===== src/rtl/counter_updown_nbit.sv =====
// counter_updown_nbit: WIDTH-bit up/down counter with load, wrap/saturate
// mode, registered Gray copy and one-cycle carry/borrow pulses.
//
// Ports:
//   clk        rising-edge clock
//   rst        synchronous reset, active low
//   en         count enable
//   x          direction, 1 = up, 0 = down
//   load       synchronous parallel load (beats en)
//   load_val   load value, clamped to MAX_VAL
//   state      registered count
//   state_gray registered Gray code of state
//   carry      pulse after an up-wrap MAX_VAL -> 0
//   borrow     pulse after a down-wrap 0 -> MAX_VAL
//   at_max     state == MAX_VAL
//   at_min     state == 0
module counter_updown_nbit #(
  parameter int WIDTH     = 3,
  parameter int MAX_VAL   = 2**WIDTH-1,
  parameter bit SATURATE  = 1'b0,
  parameter int RESET_VAL = 0
) (
  input  logic             clk,
  input  logic             rst,
  input  logic             en,
  input  logic             x,
  input  logic             load,
  input  logic [WIDTH-1:0] load_val,
  output logic [WIDTH-1:0] state,
  output logic [WIDTH-1:0] state_gray,
  output logic             carry,
  output logic             borrow,
  output logic             at_max,
  output logic             at_min
);

  localparam logic [WIDTH-1:0] MAXV =
    MAX_VAL[WIDTH-1:0];
  localparam logic [WIDTH-1:0] RSTV =
    RESET_VAL[WIDTH-1:0];
  localparam logic [WIDTH-1:0] ONE =
    {{(WIDTH-1){1'b0}}, 1'b1};
  localparam logic [WIDTH-1:0] ZERO =
    '0;

  logic [WIDTH-1:0] nxt;
  logic             nxt_c;
  logic             nxt_b;
  logic             up;
  logic             dn;

  assign up = !load && en && x;
  assign dn = !load && en && !x;

  assign at_max = (state == MAXV);
  assign at_min = (state == ZERO);

  // Wrap targets are explicit so a MAX_VAL below
  // 2**WIDTH-1 never leaks into the unused codes.
  always_comb begin
    nxt   = state;
    nxt_c = 1'b0;
    nxt_b = 1'b0;
    unique case (1'b1)
      load: begin
        nxt = (load_val > MAXV) ? MAXV : load_val;
      end
      up: begin
        if (state < MAXV) begin
          nxt = state + ONE;
        end else if (!SATURATE) begin
          nxt   = ZERO;
          nxt_c = 1'b1;
        end
      end
      dn: begin
        if (state > ZERO) begin
          nxt = state - ONE;
        end else if (!SATURATE) begin
          nxt   = MAXV;
          nxt_b = 1'b1;
        end
      end
      default: ;
    endcase
  end

  // Gray is taken from the next value so it
  // lands on the same edge as state.
  always_ff @(posedge clk) begin
    if (!rst) begin
      state      <= RSTV;
      state_gray <= RSTV ^ (RSTV >> 1);
      carry      <= 1'b0;
      borrow     <= 1'b0;
    end else begin
      state      <= nxt;
      state_gray <= nxt ^ (nxt >> 1);
      carry      <= nxt_c;
      borrow     <= nxt_b;
    end
  end

endmodule


===== config.mk =====
export PLATFORM = sky130hd
export DESIGN_NAME = counter_updown_nbit
export DESIGN_NICKNAME = d
export VERILOG_FILES = /design/src/rtl/counter_updown_nbit.sv
export SDC_FILE = /design/constraint.sdc
export NUM_CORES = 1
export LEC_CHECK = 0
export CORE_AREA = 3 3 40 42
export CTS_CLUSTER_SIZE = 10
export DETAILED_ROUTE_END_ITERATION = 12
export DIE_AREA = 0 0 43 45
export DONT_BUFFER_PORTS = 1
export GPL_ROUTABILITY_DRIVEN = 0
export HOLD_SLACK_MARGIN = 0.06
export PLACE_DENSITY_LB_ADDON = 0.2
export SYNTH_ARGS = -nofsm -noshare
export SYNTH_HDL_FRONTEND = slang
export SYNTH_SLANG_ARGS = --single-unit

===== constraint.sdc =====
create_clock -name clk -period 2.68 [get_ports clk]
set_clock_uncertainty 0.1 [all_clocks]
set_input_delay 0.268 -clock clk [delete_from_list [all_inputs] [get_ports clk]]
set_output_delay 0.268 -clock clk [all_outputs]
set_load 0.02 [all_outputs]

Yosys cells after proc, flatten, opt, wreduce, memory -nomap -nowiden
Cells that the tools add are included.
{"block": "totals", "elab_cells": 25, "register_bits": 8}
{"block": "classes", "n_eq_ne": 1, "n_mux": 6, "n_reduce_logical": 8, "n_addsub": 2, "magnitude_cmp": 3, "n_bitwise": 1}
{"operator": "$mux 3", "count": 3}
{"operator": "$pmux 3 s3", "count": 1}
{"operator": "$reduce_and 2->1", "count": 2}
{"operator": "$add 3x1->3 const B", "count": 1}
{"operator": "$eq 3x3->1 const B", "count": 1}
{"operator": "$gt 3x1->1 const B", "count": 1}
{"operator": "$gt 3x3->1 const B", "count": 1}
{"operator": "$logic_and 1x1->1", "count": 3}
{"operator": "$logic_not 3->1", "count": 1}
{"operator": "$lt 3x3->1 const B", "count": 1}
{"operator": "$sub 3x1->3 const B", "count": 1}
{"operator": "$xor 3x2->3", "count": 1}
{"operator": "$logic_not 1->1", "count": 2}
{"operator": "$mux 1", "count": 2}

Longest topological paths before layout
{"block": "logic_depth", "depth_word": 5, "ltp_mapped": 7}

Worst setup path before layout
No wires, ideal clock.
{"block": "synth_path", "path_type": "register to register", "from": "register state[1]", "to": "register state_gray[0]", "slack_ns": 0.926, "setup_ns": 0.114, "arrival_time_ns": 1.540, "stages_incl_launch_ff": 8, "n_path_buf": 0, "period_less_slack_ns": 1.754, "required_time_ns": 2.466, "cell_sequence": "dfxtp_1 inv_1 ha_1 nor2b_2 a21oi_1 o31a_1 xor2_1 nor2_1"}
{"block": "synth_between", "elab_chain_len": 4}
{"item": "from (decl)", "line": "29", "source": "output logic [WIDTH-1:0] state,"}
{"item": "from (signal assigned)", "line": "97", "source": "state <= nxt;"}
{"item": "$sub 3x1->3, or another cell as far along", "line": "78", "source": "nxt = state - ONE;"}
{"item": "$mux 3, on equally long branches", "line": "77, 69"}
{"item": "$pmux 3 s3 (*)", "line": "64", "source": "unique case (1'b1)"}
{"item": "$xor 3x2->3 (*)", "line": "98", "source": "state_gray <= nxt ^ (nxt >> 1);"}
{"item": "to (signal assigned)", "line": "93", "source": "state_gray <= RSTV ^ (RSTV >> 1);"}
{"item": "to (signal assigned)", "line": "98"}
{"item": "to (decl)", "line": "30", "source": "output logic [WIDTH-1:0] state_gray,"}
Mark *: on every way between the ends. The rest lies on a longest branch, timed or not.
A chain may end at the register's enable or synchronous reset.

Worst setup path after layout
Same ends and word-level chain as after synthesis.

==> reports/metrics.yaml <==
status:
  status: "finished clean"
critical_path:
  critPathLaunchType: "flip-flop"
  path_cells: "inv_1 -> ha_1 -> nor2b_2 -> o21ai_1 -> a32oi_2 -> xor2_1 -> nor2_1"
  cpLargestDelayFamily: "compound AO/OA/AOI/OAI gates"
  end_kind: "flip-flop"
  arrival_ns: 1.95
  required_ns: 2.72
  max_stage_delay_ns: 0.40
  path_class: "reg -> reg"
  cp_max_fo: 4
  slowest_stage: "dfxtp_1"
  critPathBufInv: 1
cells_and_area:
  diodes: 0
  nNetsFinal: 64
  area_growth_pct: 8.45
  final-instance-count-excl-fill: 66
  drive_gt1_frac: 0.196
die:
  initial_core_util: 0.334
  fp.coreArea_mm2: 0.00128
  die_x_um: 43
  die-height_um: 45
  die-area_mm2: 0.00194
  ios: 18
  std_cell_rows: 13
sta:
  max_freq_mhz: 523
  worst_pin_slew_ns: 0.595
  final_max_slew_viol_count: 0
  setup_viol: 0
  relSlewSlack: 0.603
  hold_viol_final: 0
  fin_tns_setup_ns: 0
  fin_crit_sh: 0.714
  fin_crit_ns: 1.91
  rsz0062_at_grt: "no"
placed_design:
  dp.cells: 61
  hpwl_um: 701
  port_buffers: 0
route:
  drc: 0
  routedWlPerCell_um: 12.6
  vias: 332
  routed_wl_um: 834
  postRouteAntennaNets: 0
  drt_first_iter_violations: 0
  drt_first_pass_iters: 1
  vias_per_cell: 5.03
power_and_ir_drop:
  p_comb_frac: 0.173
  switching_share: 0.292
  clockPowerShare: 0.337
  p_leak_nw: 0.195
  seqPwrFrac: 0.490
  p_int_uw: 191
  powerDensity_mw_per_mm2: 579
  ir_drop_mv: 0.152
  p_sw_uw: 78.8
yosys:
  synth_area_um2: 429
  synth.area.top_cells: "dfxtp_1 (33%), ha_1 (12%), inv_1 (4.4%)"
  ys_seq_area_frac: 0.327
  ys_seq_elements: 7
  avgSynthCellArea_um2: 8.94
  synth_top_area_frac: 0.327
  synth_cells: 48
  synth_nets: 60
  yosysMostFrequentCell: "dfxtp_1"
  synth-edff-count: 0
  synthArstFlopShare: 0
  yosys_warnings: 0
  synth_top_area_cell: "dfxtp_1"
  synthTopCellsByCount: "dfxtp_1 (7), inv_1 (5), nor2_1 (5), ha_1 (4)"
  synthFlopType: "dfxtp_1"
  synth_cell_type_count: 25
cts:
  cts_tree: "built"
  clkTransAtPathRegs_ns: 0.05
  cts_made_buffers: 3
  numClockSinks: 7
  clock-root-buffer: "clkbuf_4"
  clockBufferDepth: 2
  clk_latency_ns: 0.24
  h-tree-depth: 1
  ctsResizeCount: 0
grt:
  grt.overflow.total: 0
  track_usage: 0.107
  grt_max_degree: 9
  grt_pass1_wl_um: 1540
  antenna_found_initial: 0
  grt_pass1_vias: 363
min_path:
  hold_class: "in -> reg"
run:
  max-cap-violations: 0
power by group through the flow:
stage / Combinational, mW / Sequential, mW / Clock [mW]
global route: 0.0543 / 0.134 / 0.102
floorplan: 0.0456 / 0.131 / 0
CTS: 0.0474 / 0.133 / 0.0969
global placement: 0.0455 / 0.135 / 0
detailed placement: 0.0460 / 0.135 / 0
finish: 0.0466 / 0.132 / 0.0909
layout by cell type, fill, tap and decap left out:
master,count
a21oi_1,3
inv_1,5
a31oi_1,1
and3_2,1
or3_1,1
clkbuf_1,1
xnor2_1,1
dfxtp_1,7
nand3_2,1
nor3_1,1
xor2_1,1
nor2b_2,1
and2_2,1
nor3b_1,1
nor3b_4,1
nand2_1,3
nand3_1,3
and2_1,1
a32oi_2,1
and3b_2,1
clkbuf_4,3
nor2_1,5
ha_1,4
o21ai_1,1
o31a_1,1
dlygate4sd3_1,1
final timing paths:
path                            start                        to  slack [ns]  depth (start not counted)
hold reg to reg   state[1]$_SDFF_PN0_          carry$_SDFF_PN0_        0.60                          2
hold / removal                    rst       state[0]$_SDFF_PN0_        0.10                          2
setup reg to reg  state[1]$_SDFF_PN0_  state_gray[0]$_SDFF_PN0_        0.77                          7
setup / recovery  state[1]$_SDFF_PN0_  state_gray[0]$_SDFF_PN0_        0.77                          7
state kept, by name, summed over array words and instances, names as in the netlist:
signal	cells
state	3
carry	1
borrow	1
state_gray	2
worst register-to-register path: stages, from the launching register on:
cell	delay [ns]
dfxtp_1	0.40
inv_1	0.16
ha_1	0.17
nor2b_2	0.35
o21ai_1	0.12
a32oi_2	0.30
xor2_1	0.17
nor2_1	0.05
cells by family after synthesis:
logic type,share of synthesized area
compound gates,0.120
fa+ha+maj,0.117
flops,0.327
buf+inv,0.0875
xor+xnor,0.0408
simple gates,0.309
through the flow:
stage          hold slack [ns]  worst slack [ns]  power (mW)  area [um^2]  utilization
2_1_floorplan            0.290             0.926       0.176          429            -
3_3_place_gp             0.296             0.776       0.180          429        0.334
3_5_place_dp             0.295             0.741       0.181          429        0.334
4_1_cts                 0.0925             0.747       0.277          465        0.362
5_1_grt                 0.0990             0.582       0.290          465        0.362
6_report                 0.100             0.768       0.270          465        0.362
layer usage:
layer | GRT usage | vias up | routed length, um
met5 | 0 | - | 0
met4 | 0.0361 | 0 | 0
met3 | 0.0518 | 0 | 77
met2 | 0.168 | 14 | 389
met1 | 0.128 | 150 | 368
li1 | - | 168 | -
cell type report:
class / instances / area, um^2
Clock buffer: 4 / 26.3
Fill cell: 145 / 820
Inverter: 5 / 18.8
Multi-Input combinational cell: 34 / 251
Sequential cell: 7 / 140
Tap cell: 15 / 18.8
Timing Repair Buffer: 1 / 10.0
repair_timing:
| item | CTS | global route |
|---|---|---|
| endpoints found under the hold margin | 2 | 0 |
| endpoints found under the setup margin | 0 | 0 |
| hold buffers | 1 | 0 |
| setup buffers | 0 | 0 |
Power figures use the tool's default switching activity.
